--- config.mk ---
export PLATFORM = sky130hd
export DESIGN_NAME = cpu_state_dump
export DESIGN_NICKNAME = d
export VERILOG_FILES = /design/src/rtl/cpu_state_dump.sv
export SDC_FILE = /design/constraint.sdc
export NUM_CORES = 1
export LEC_CHECK = 0
export ABC_AREA = 1
export BUFFER_PORTS_ARGS = -buffer_cell sky130_fd_sc_hd__buf_2
export CORE_ASPECT_RATIO = 2
export CORE_MARGIN = 2
export CORE_UTILIZATION = 32
export CTS_CLUSTER_SIZE = 14
export DETAILED_ROUTE_END_ITERATION = 16
export PLACE_DENSITY = 0.59
export SLEW_MARGIN = 20
export SYNTH_ARGS = -nofsm -noshare
export SYNTH_HDL_FRONTEND = slang
export SYNTH_SLANG_ARGS = --single-unit
--- constraint.sdc ---
create_clock -name clk_i -period 4.4 [get_ports clk_i]
set_input_delay 1.1 -clock clk_i [delete_from_list [all_inputs] [get_ports clk_i]]
set_output_delay 1.1 -clock clk_i [all_outputs]
set_load 0.03 [all_outputs]
--- src/rtl/cpu_state_dump.sv ---
// Debug readout engine: streams register-file words, then data-memory bytes, as valid/ready records.
// Latency: first record valid 2 edges after start. Backpressure: a single output slot, held stable while ready is low.
module cpu_state_dump #(
  parameter int REG_COUNT = 32,
  parameter int MEM_BYTES = 32
) (
  input  logic        clk_i,
  input  logic        rst_i,
  input  logic        start_i,
  output logic        busy_o,
  output logic        done_o,
  output logic [4:0]  rf_addr_o,
  input  logic [31:0] rf_data_i,
  output logic [6:0]  mem_addr_o,
  input  logic [7:0]  mem_data_i,
  output logic        dump_valid_o,
  input  logic        dump_ready_i,
  output logic        dump_kind_o,
  output logic [4:0]  dump_index_o,
  output logic [31:0] dump_data_o
);

  localparam logic [6:0] LAST    = 7'(REG_COUNT + MEM_BYTES - 1);
  localparam logic [6:0] REG_END = 7'(REG_COUNT);

  typedef enum logic [1:0] {IDLE, RUN, DRAIN} state_t;

  state_t     state, state_nxt;
  logic [6:0] ptr;
  logic [6:0] mem_off;
  logic       is_reg;
  logic       load;
  logic       hshk;

  always_comb begin
    is_reg     = (ptr < REG_END);
    mem_off    = ptr - REG_END;
    load       = (state == RUN) && (!dump_valid_o || dump_ready_i);
    hshk       = dump_valid_o && dump_ready_i;
    rf_addr_o  = '0;
    mem_addr_o = '0;
    // Debug read addresses are only driven while records are still being fetched.
    if (state == RUN) begin
      if (is_reg) rf_addr_o = ptr[4:0];
      else        mem_addr_o = mem_off;
    end
    state_nxt = state;
    case (state)
      IDLE:    if (start_i) state_nxt = RUN;
      RUN:     if (load && ptr == LAST) state_nxt = DRAIN;
      DRAIN:   if (hshk) state_nxt = IDLE;
      default: state_nxt = IDLE;
    endcase
  end

  always_ff @(posedge clk_i or posedge rst_i) begin
    if (rst_i) begin
      state <= IDLE;
    end else begin
      state <= state_nxt;
    end
  end

  always_ff @(posedge clk_i or posedge rst_i) begin
    if (rst_i) begin
      ptr          <= '0;
      busy_o       <= 1'b0;
      done_o       <= 1'b0;
      dump_valid_o <= 1'b0;
      dump_kind_o  <= 1'b0;
      dump_index_o <= '0;
      dump_data_o  <= '0;
    end else begin
      done_o <= 1'b0;
      if (state == IDLE && start_i) begin
        ptr    <= '0;
        busy_o <= 1'b1;
      end
      if (load) begin
        // Read data is captured here, so writes landing before this edge are visible.
        dump_valid_o <= 1'b1;
        dump_kind_o  <= !is_reg;
        dump_index_o <= is_reg ? ptr[4:0] : mem_off[4:0];
        dump_data_o  <= is_reg ? rf_data_i : {24'b0, mem_data_i};
        ptr          <= ptr + 7'd1;
      end else if (state == DRAIN && hshk) begin
        dump_valid_o <= 1'b0;
        busy_o       <= 1'b0;
        done_o       <= 1'b1;
      end
    end
  end

endmodule
# Word-level counts from Yosys, hierarchy flattened
# Cells that the tools add are included.
[totals]
reg_bits = 50
elab_cells = 48
[classes]
n_addsub = 2
order_cmp = 1
n_reduce_logical = 12
n_mux = 19
eq_ne = 6
[ops]
columns = ["operator", "count"]
rows = [
  ["$mux 32", 1],
  ["$mux 7", 4],
  ["$mux 5", 3],
  ["$add 7x1->7 const B", 1],
  ["$eq 7x6->1 const B", 1],
  ["$lt 7x6->1 const B", 1],
  ["$mux 1", 7],
  ["$sub 7x6->7 const B", 1],
  ["$mux 2", 3],
  ["$pmux 2 s3", 1],
  ["$logic_and 1x1->1", 5],
  ["$ne 2x2->1 const B", 2],
  ["$reduce_bool 2->1", 2],
  ["$reduce_and 3->1", 1],
  ["$eq 2x1->1 const B", 1],
  ["$eq 2x2->1 const B", 1],
  ["$logic_not 1->1", 2],
  ["$logic_not 2->1", 1],
  ["$ne 2x1->1 const B", 1],
  ["$logic_or 1x1->1", 1],
]

# Logic depth before layout (Yosys ltp)
# Gate-level depths: netlist of run 1.
[logic_depth]
depth_word = 6
depth_mapped = 7
ltp_nobuf = 7

# Least setup slack after synthesis of run 1
# No wires, ideal clock.
[synth_path]
path_kind = "register to output"
start = "reg state[1]"
end = "out rf_addr_o[0]"
stages_incl_launch_ff = 4
setup_slack_ps = 1925
t_arrival_ps = 1375
path_cell_list = "dfrtp_1 inv_1 nand2_1 nor3_1"
[synth_via]
elab_chain_cells = 2
[synth_rtl]
columns = ["element", "line_no", "rtl"]
rows = [
  ["start: declaration", "28", "state_t state, state_nxt;"],
  ["start signal: assignment", "60", "state <= state_nxt;"],
  ["$eq 2x1->1", "43", "if (state == RUN) begin"],
  ["$mux 5", "43", ""],
  ["end: declaration", "12", "output logic [4:0] rf_addr_o,"],
]
# Every way passes these cells.

# Final worst setup path of run 1
[layout_path]
start = "reg ptr[5]"
end = "out rf_addr_o[1]"
[layout_via]
elab_chain_cells = 3
[layout_rtl]
columns = ["element", "line_no", "rtl"]
rows = [
  ["start: declaration", "29", "logic [6:0] ptr;"],
  ["start signal: assignment", "85", "ptr <= ptr + 7'd1;"],
  ["$lt 7x6->1", "36", "is_reg = (ptr < REG_END);"],
  ["$mux 5", "44", "if (is_reg) rf_addr_o = ptr[4:0];"],
  ["$mux 5", "43", ""],
]
# Every way passes these cells.

==> results of run 1 <==
==> state kept, by name (all words and copies together) (netlist names) <==
signal and cells:
dump_index_o 5, dump_valid_o 1, state 2, ptr 7, dump_kind_o 1, busy_o 1
dump_data_o 32, done_o 1
==> layer usage <==
metal  wire (um)  GRT usage, %  vias up
li1            -             -     1004
met3         176          2.97        9
met4         110          6.25        0
met5           0             0        -
met1        2070          16.2      941
met2        3060          28.6       56
==> power by group through the flow <==
stage / combinational [mW] / clock (mW) / sequential, mW
after CTS: 0.450 / 0.455 / 0.596
after floorplan: 0.201 / 0 / 0.714
final: 0.442 / 0.442 / 0.596
after global routing: 0.488 / 0.470 / 0.608
after detailed placement: 0.449 / 0 / 0.604
after global placement: 0.444 / 0 / 0.603
==> cells by family after synthesis <==
group	count (synthesis)	share of synthesized area, %
adders and majority gates	1	0.566
AOI/OAI and AO/OA	29	6.69
and+or+nand+nor	151	28.6
buffers and inverters	33	7.53
DFF	50	56.7
==> final cells by class <==
| type | instances | share of cell area [%] |
|---|---|---|
| repair buffers | 96 | 16.6 |
| inverters | 23 | 3.03 |
| clock inverters | 3 | 1.52 |
| clock buffers | 5 | 4.33 |
| multi-input cells | 181 | 27.4 |
| flip-flops and latches | 50 | 43.3 |
| well taps | 88 | 3.81 |
==> tightest hold or removal path, cell delays in order, from the launching register on <==
cell and delay, ns:
dfrtp_1 0.34, nand2_1 0.05, nand2_1 0.06
==> worst max-delay path by stage <==
| stage | startpoint | end | slack (ns) | cells after the start |
|---|---|---|---|---|
| after global placement | ptr[5] | rf_addr_o[1] | 1.66 | 4 |
| after floorplan | state[1] | rf_addr_o[0] | 1.93 | 3 |
| final | ptr[5] | rf_addr_o[1] | 1.27 | 4 |
| after detailed placement | ptr[5] | rf_addr_o[4] | 1.54 | 4 |
| after global routing | ptr[5] | rf_addr_o[4] | 1.05 | 4 |
| after CTS | ptr[5] | rf_addr_o[4] | 1.21 | 4 |
==> layout by cell type (no fill, tap or decap) <==
master	instances
nor2_4	1
nand2_1	108
inv_2	3
clkinv_2	2
ha_1	1
nand2_4	1
nand3_1	9
nor3_1	11
a21oi_1	9
inv_1	19
o21a_1	1
nor2_8	1
o21ai_0	18
o21ai_1	1
buf_2	96
clkbuf_16	5
nor2_2	1
nand4_1	2
nor2_1	17
inv_6	1
dfrtp_1	50
bufinv_16	1
==> stage by stage <==
stage	total power, mW	utilization [%]	cells
after global placement	1.05	40.7	438
after floorplan	0.916	-	264
after global routing	1.57	43.3	446
final	1.48	43.3	446
after detailed placement	1.05	40.7	438
after CTS	1.50	43.3	446
==> out/summary.txt, run 1 <==
status: complete, no violations
Design Area, Final: 0.00289 mm^2
clock power share: 29.9%
setup TNS: 0 ns
Synth top area share: 56.7%
synth cell count leaders: nand2_1, dfrtp_1, inv_1, o21ai_0, nor2_1
Pwr Density: 512 mW/mm^2
Seq/Total Area, Yosys: 56.7%
die height: 121 um
pin count of the biggest net entering global routing: 52
Worst R2R Setup Slack: 2.45 ns
global route overflow: 0
unrepaired setup endpoints after global routing: false
htree depth: 2
top cells by area, synth: dfrtp_1, nand2_1, o21ai_0
hpwl dp: 3.96 mm
Setup Fix Bufs, Post-CTS: 0
antenna cells: 0
Worst path top cell family by delay: simple AND/OR/NAND/NOR gates
max-slew violation count: 0
# rows: 42
vias in the first global route: 1,946
crit path capture type: output port
CTS sink cnt: 50
routed vias/inst: 4.51
Max IR drop VDD: 0.218 mV
FF/Latch Area: 0.00125 mm^2
footprint of the multi-input gates: 791 um^2
minimum clock period: 3.13 ns
input/output buffers: 96
RR Startpoint: ptr[5]
Yosys cell types: 20
dpl cell area: 0.00272 mm^2
ANT nets after route: 0
nature of the critical path startpoint: flop
Core Region: 0.00667 mm^2
yosys warns: 0
Area Overhead vs Synth: 30.8%
Worst Hold Launch: dump_data_o[29]
Critical Path Max Stage Delay: 0.64 ns
IO Pins: 97
worst-path fanout max: 22
Crit-path slowest cell: nor2_2
Setup WS post-layout: 1.27 ns
final hold vios: 0
worst path required time: 3.30 ns
Max Freq: 320 MHz
number of CTS-inserted buffers: 5
Sequential Power Share: 40.3%
MaxCap Viol Count: 0
Initial Util: 33.1%
dominant cell type by area after synthesis: dfrtp_1
combinational power share: 29.9%
Iter 0 DRT Violations: 91
switching part of the total: 37.0%
CP Class: flop to output port
clock-pin slew on the worst setup and hold paths: 0.07 ns
Internal: 932 uW
WL/cell: 12.1 um
TritonCTS clock tree: built
Routed WL: 5.42 mm
CTS Hold Buffers Added: 0
Post-synth EDFFs: 0
fillcell total: 707
clk root buf: clkbuf_16
Total GRT Usage: 15.2%
ratio of cells with drive above 1 in the final layout: 31.3%
R2R cell count: 5
HP Class: flop to flop
worst path bufs/invs: 2
Synth async-reset ratio: 100%
tightest hold margin: 0.478 ns
DP Worst Slack: 1.54 ns
Die ar.: 0.00762 mm^2
FF+latch count, synth: 50
Final Setup Violations: 0
Pleak: 1.63 nW
Horiz. Die Dim: 62.7 um
Detailed Routing Iterations Pass 1: 5
critical path arrival: 2.03 ns
Worst Tran Pin Value: 0.863 ns
Worst R2R End: dump_data_o[12]
Worst Hold End: dump_data_o[29]
Clock Skew: 0.00473 ns
cells along the critical path: nor2_2 -> inv_2 -> nor3_1 -> buf_2
Hold Path Cell Cnt: 2
Final period util: 71.1%
count of cells resized by post-cts repair: 0
nets: 402
routability cong.: 0.867
syn_area_per_cell: 8.37 um^2
Syn Inst Count: 264
NetSw: 548 uW
initial antenna violation count: 0
syn_nets: 309
Most used DFF post-synth: dfrtp_1
first-pass GRT wire length: 9.06 mm
Rel. slew slack: 42.4%
Clock Tree Buf Depth: 2
count leader, synth: nand2_1
clk_lat worst skew: 0.29 ns
Remaining DRCs: 0
via count: 2,010
Mapped Area: 0.00221 mm^2
(Power assumes the default switching activity.)
==> inputs of run 2 (changes only) <==
- PLACE_DENSITY: 0.59 -> 0.61
- clock period: 4.4 -> 2.5 ns (I/O delays scaled with it)
==> run 2 against run 1 <==
Effect of this change:
- combinational power increased by 78%
- power grew 75%
- cell count is 0.67% higher
- worst hold slack got worse by 0.0059 ns
- register-to-register slack worse by 1.4 ns
- sequential share of layout area down 0.28 points
- first-iteration DRC count shrank 14%
- die area unchanged
- count of clock-buffer cells in the layout up 1
- global-route usage fell by 0.68 points
- critical path type unchanged
- highest routed layer unchanged
==> out/summary.txt, run 2 (synthesis results as in run 1) <==
worst path required time: 1.88 ns (was 3.30 ns)
TritonCTS clock tree: built (unchanged)
nature of the critical path startpoint: flop (unchanged)
ANT nets after route: 0 (unchanged)
nets: 405 (was 402)
routed vias/inst: 4.45 (was 4.51)
max-slew violation count: 0 (unchanged)
fillcell total: 694 (was 707)
Crit-path slowest cell: dfrtp_1 (was nor2_2)
ratio of cells with drive above 1 in the final layout: 31.6% (was 31.3%)
final hold vios: 0 (unchanged)
Top reg by flops: dump_data_o (unchanged)
Clock Tree Buf Depth: 2 (unchanged)
vias in the first global route: 1,906 (was 1,946)
clock-pin slew on the worst setup and hold paths: 0.06 ns (was 0.07 ns)
htree depth: 2 (unchanged)
global route overflow: 0 (unchanged)
Worst Hold Launch: dump_data_o[26] (was dump_data_o[29])
max FFs per register: 32 (unchanged)
status: complete, no violations (unchanged)
Worst path top cell family by delay: flip-flops (was simple AND/OR/NAND/NOR gates)
Final Setup Violations: 0 (unchanged)
Critical Path Max Stage Delay: 0.44 ns (was 0.64 ns)
CP Class: flop to output port (unchanged)
Worst R2R End: state[0] (was dump_data_o[12])
pin count of the biggest net entering global routing: 51 (was 52)
Horiz. Die Dim: 62.7 um (unchanged)
first-pass GRT wire length: 8.71 mm (was 9.06 mm)
setup TNS: 0 ns (unchanged)
input/output buffers: 96 (unchanged)
RR Startpoint: state[0] (was ptr[5])
die height: 121 um (unchanged)
crit path capture type: output port (unchanged)
critical path arrival: 1.55 ns (was 2.03 ns)
clk_lat worst skew: 0.28 ns (was 0.29 ns)
commonest cells after routing, fill and taps aside: nand2_1, buf_2, dfrtp_1, inv_1, o21ai_0 (unchanged)
Max Freq: 460 MHz
Pleak: 1.64 nW (was 1.63 nW)
Rel. slew slack: 59.1% (was 42.4%)
antenna cells: 0 (unchanged)
Hold Path Cell Cnt: 2 (unchanged)
Setup Fix Bufs, Post-CTS: 0 (unchanged)
Worst Tran Pin Value: 0.614 ns (was 0.863 ns)
# rows: 42 (unchanged)
Routed WL: 5.35 mm (was 5.42 mm)
minimum clock period: 2.17 ns
CTS sink cnt: 50 (unchanged)
Core Region: 0.00667 mm^2 (unchanged)
Total GRT Usage: 14.5% (was 15.2%)
worst path bufs/invs: 2 (unchanged)
Worst R2R Setup Slack: 1.06 ns (was 2.45 ns)
Detailed Routing Iterations Pass 1: 4 (was 5)
Max IR drop VDD: 0.398 mV (was 0.218 mV)
Die ar.: 0.00762 mm^2 (unchanged)
Design Area, Final: 0.00291 mm^2 (was 0.00289 mm^2)
MaxCap Viol Count: 0 (unchanged)
IO Pins: 97 (unchanged)
Worst Hold End: dump_data_o[26] (was dump_data_o[29])
via count: 1,998 (was 2,010)
number of CTS-inserted buffers: 5 (unchanged)
Initial Util: 33.1% (unchanged)
Largest regs: dump_data_o x32, ptr x7, dump_index_o x5 (unchanged)
Pwr Density: 890 mW/mm^2 (was 512 mW/mm^2)
Iter 0 DRT Violations: 78 (was 91)
most common cell after layout, fill and taps aside: nand2_1 (unchanged)
worst-path fanout max: 7 (was 22)
HP Class: flop to flop (unchanged)
count of cells resized by post-cts repair: 0 (unchanged)
tightest hold margin: 0.472 ns (was 0.478 ns)
Final period util: 86.9%
hpwl dp: 4.05 mm (was 3.96 mm)
WL/cell: 11.9 um (was 12.1 um)
CTS Hold Buffers Added: 0 (unchanged)
cells along the critical path: nor2_2 -> inv_2 -> nor3_1 -> buf_2 (unchanged)
clk root buf: clkbuf_16 (unchanged)
Remaining DRCs: 0 (unchanged)
dpl cell area: 0.00274 mm^2 (was 0.00272 mm^2)
routability cong.: 0.825 (was 0.867)
Area Overhead vs Synth: 31.7% (was 30.8%)
unrepaired setup endpoints after global routing: false (unchanged)
initial antenna violation count: 0 (unchanged)
R2R cell count: 7 (was 5)
Clock Skew: 0.00457 ns (was 0.00473 ns)
[run 2: final cells by class]
class	count	area, um^2	share of cell area, %
flip-flops and latches	50	1250	43.0
clock buffers	6	129	4.43
multi-input cells	181	791	27.2
inverters	23	86.3	2.97
repair buffers	99	503	17.3
clock inverters	2	37.5	1.29
well taps	88	110	3.79
[run 2: worst max path at each step]
| stage | from | endpoint | depth (start not counted) |
|---|---|---|---|
| floorplan | state[1] | rf_addr_o[0] | 3 |
| global placement | ptr[5] | rf_addr_o[0] | 4 |
| detailed placement | ptr[5] | rf_addr_o[0] | 4 |
| CTS | ptr[5] | rf_addr_o[0] | 4 |
| global route | ptr[5] | rf_addr_o[0] | 4 |
| finish | ptr[5] | rf_addr_o[0] | 4 |
[run 2: worst register-to-register path: cells and delay by family, from the launching register on]
family | cells | cell delay [ns]
AND/OR/NAND/NOR | 5 | 0.62
flip-flops | 1 | 0.39
buffers and inverters | 2 | 0.32
[run 2: through the flow]
stage	power [mW]	setup WS [ns]	cells	util, %
global route	2.73	0.159	449	43.6
global placement	1.85	0.718	441	41.1
CTS	2.62	0.310	449	43.6
finish	2.59	0.327	449	43.6
detailed placement	1.87	0.622	441	41.1
floorplan	1.61	0.500	264	-
[run 2: per-layer routing]
layer  up-vias  part of all wire (%)  track usage, %
met5         -                     0               0
met4         0                   2.2            6.25
met3        11                   3.4            1.76
met2        54                    55            27.4
met1       923                    39            16.0
li1       1010                     -               -
[run 2: report_power, final]
part	leakage, nW	internal (mW)	switching, mW
Sequential	0.615	0.948	0.103
Clock	0.0771	0.472	0.279
Combinational	0.946	0.223	0.563
==> inputs of run 3 (changes only) <==
- CELL_PAD_IN_SITES_DETAIL_PLACEMENT: not set -> 1
- CELL_PAD_IN_SITES_GLOBAL_PLACEMENT: not set -> 1
- CORE_MARGIN: 2 -> 10
- CORE_UTILIZATION: 32 -> 30
- PLACE_DENSITY: 0.61 -> 0.76
==> run 3 against run 2 <==
Effect of this change:
- cell area grew 0.73%
- via count rose by 3.7%
- maximum frequency fell by 3.0%
- non-clock buffer count unchanged
- critical path depth did not move
- first-iteration DRC count decreased by 1.3%
- clock power up 3.5%
- clock skew hardly changed
- die area rose by 50%
- core utilization fell by 3.0 points
==> out/summary.txt, run 3 (synthesis results as in run 1) <==
Placed Instances: 445 (was 441)
CP Class: flop to output port (unchanged)
antenna cells: 0 (unchanged)
clk root buf: clkbuf_16 (unchanged)
CP startpoint: ptr[5] (unchanged)
pin count of the biggest net entering global routing: 32 (was 51)
WL/cell: 15.3 um (was 11.9 um)
CTS Hold Buffers Added: 0 (unchanged)
Core Region: 0.00721 mm^2 (was 0.00667 mm^2)
Max IR drop VDD: 0.335 mV (was 0.398 mV)
final std cells w/o fill: 453 (was 449)
count of cells resized by post-cts repair: 0 (unchanged)
hpwl dp: 5.54 mm (was 4.05 mm)
max-slew violation count: 0 (unchanged)
most common cell after layout, fill and taps aside: nand2_1 (unchanged)
Initial Util: 30.6% (was 33.1%)
Design Area, Final: 0.00293 mm^2 (was 0.00291 mm^2)
routed vias/inst: 4.57 (was 4.45)
worst-path fanout max: 7 (unchanged)
unrepaired setup endpoints after global routing: false (unchanged)
Area Overhead vs Synth: 32.6% (was 31.7%)
Iter 0 DRT Violations: 77 (was 78)
Horiz. Die Dim: 80.7 um (was 62.7 um)
Clock Tree Buf Depth: 2 (unchanged)
global route overflow: 0 (unchanged)
minimum clock period: 2.24 ns (was 2.17 ns)
Top reg by flops: dump_data_o (unchanged)
commonest cells after routing, fill and taps aside: nand2_1, buf_2, dfrtp_1, inv_1, o21ai_0 (unchanged)
Rel. slew slack: 61.7% (was 59.1%)
Worst R2R Setup Slack: 0.97 ns (was 1.06 ns)
MaxCap Viol Count: 0 (unchanged)
htree depth: 2 (unchanged)
Final Util: 40.6% (was 43.6%)
Setup WS post-layout: 0.261 ns (was 0.327 ns)
CTS sink cnt: 50 (unchanged)
DP Worst Slack: 0.537 ns (was 0.622 ns)
routability cong.: 0.807 (was 0.825)
Max Freq: 447 MHz (was 460 MHz)
Final Setup Violations: 0 (unchanged)
setup TNS: 0 ns (unchanged)
nets: 405 (unchanged)
clock-pin slew on the worst setup and hold paths: 0.07 ns (was 0.06 ns)
first-pass GRT wire length: 11.1 mm (was 8.71 mm)
crit path capture type: output port (unchanged)
HP Class: input port to asynchronous set/reset pin (was flop to flop)
Largest regs: dump_data_o x32, ptr x7, dump_index_o x5 (unchanged)
Worst Tran Pin Value: 0.573 ns (was 0.614 ns)
via count: 2,072 (was 1,998)
die height: 141 um (was 121 um)
input/output buffers: 96 (unchanged)
TritonCTS clock tree: built (unchanged)
Pleak: 1.64 nW (about the same)
Setup Fix Bufs, Post-CTS: 0 (unchanged)
clk_lat worst skew: 0.29 ns (was 0.28 ns)
ratio of cells with drive above 1 in the final layout: 31.9% (was 31.6%)
IO Pins: 97 (unchanged)
max FFs per register: 32 (unchanged)
Remaining DRCs: 0 (unchanged)
# rows: 44 (was 42)
final hold vios: 0 (unchanged)
number of CTS-inserted buffers: 5 (unchanged)
critical path arrival: 1.61 ns (was 1.55 ns)
Clock Skew: 0.00410 ns (was 0.00457 ns)
tightest hold margin: 0.384 ns (was 0.472 ns)
Routed WL: 6.95 mm (was 5.35 mm)
RR Startpoint: state[0] (unchanged)
worst path required time: 1.88 ns (about the same)
ANT nets after route: 0 (unchanged)
initial antenna violation count: 0 (unchanged)
nature of the critical path startpoint: flop (unchanged)
overall power: 2.64 mW (was 2.59 mW)
status: complete, no violations (unchanged)
Die ar.: 0.0114 mm^2 (was 0.00762 mm^2)
Total GRT Usage: 12.4% (was 14.5%)
dpl cell area: 0.00276 mm^2 (was 0.00274 mm^2)
vias in the first global route: 2,207 (was 1,906)
Detailed Routing Iterations Pass 1: 4 (unchanged)
Pwr Density: 903 mW/mm^2 (was 890 mW/mm^2)
Final period util: 89.6% (was 86.9%)
[run 3: worst max-delay path: stages (launching register included)]
cell and delay [ns]:
dfrtp_1 0.44, nor2_2 0.27, inv_2 0.15, nor3_1 0.21, buf_2 0.25
[run 3: layout make-up]
class / count / area [um^2]
clock buffer: 5 / 125
clock inverter: 3 / 45.0
fill: 917 / 4280
inverter: 23 / 86.3
multi-input combinational: 181 / 791
sequential: 50 / 1250
tap: 92 / 115
timing repair buffer: 99 / 515
[run 3: path summary, 6_finish.rpt]
kind	endpoint	cells after the start
setup / recovery	rf_addr_o[1]	4
hold / removal	dump_data_o[15]	2
setup reg to reg	state[0]	7
hold reg to reg	dump_data_o[13]	2
max in group asynchronous	dump_data_o[24]	3
min in group clk_i	dump_data_o[13]	2
[run 3: routing by layer]
| metal | GRT usage (%) | share of wire (%) | vias to the layer above |
|---|---|---|---|
| li1 | - | - | 1013 |
| met1 | 11.8 | 35 | 998 |
| met5 | 0 | 0 | - |
| met2 | 23.4 | 57 | 54 |
| met3 | 3.23 | 6.2 | 7 |
| met4 | 5.22 | 1.9 | 0 |
[run 3: power by group]
| group | switching (mW) | internal [mW] |
|---|---|---|
| registers | 0.104 | 0.948 |
| clock network | 0.305 | 0.472 |
| logic | 0.590 | 0.226 |
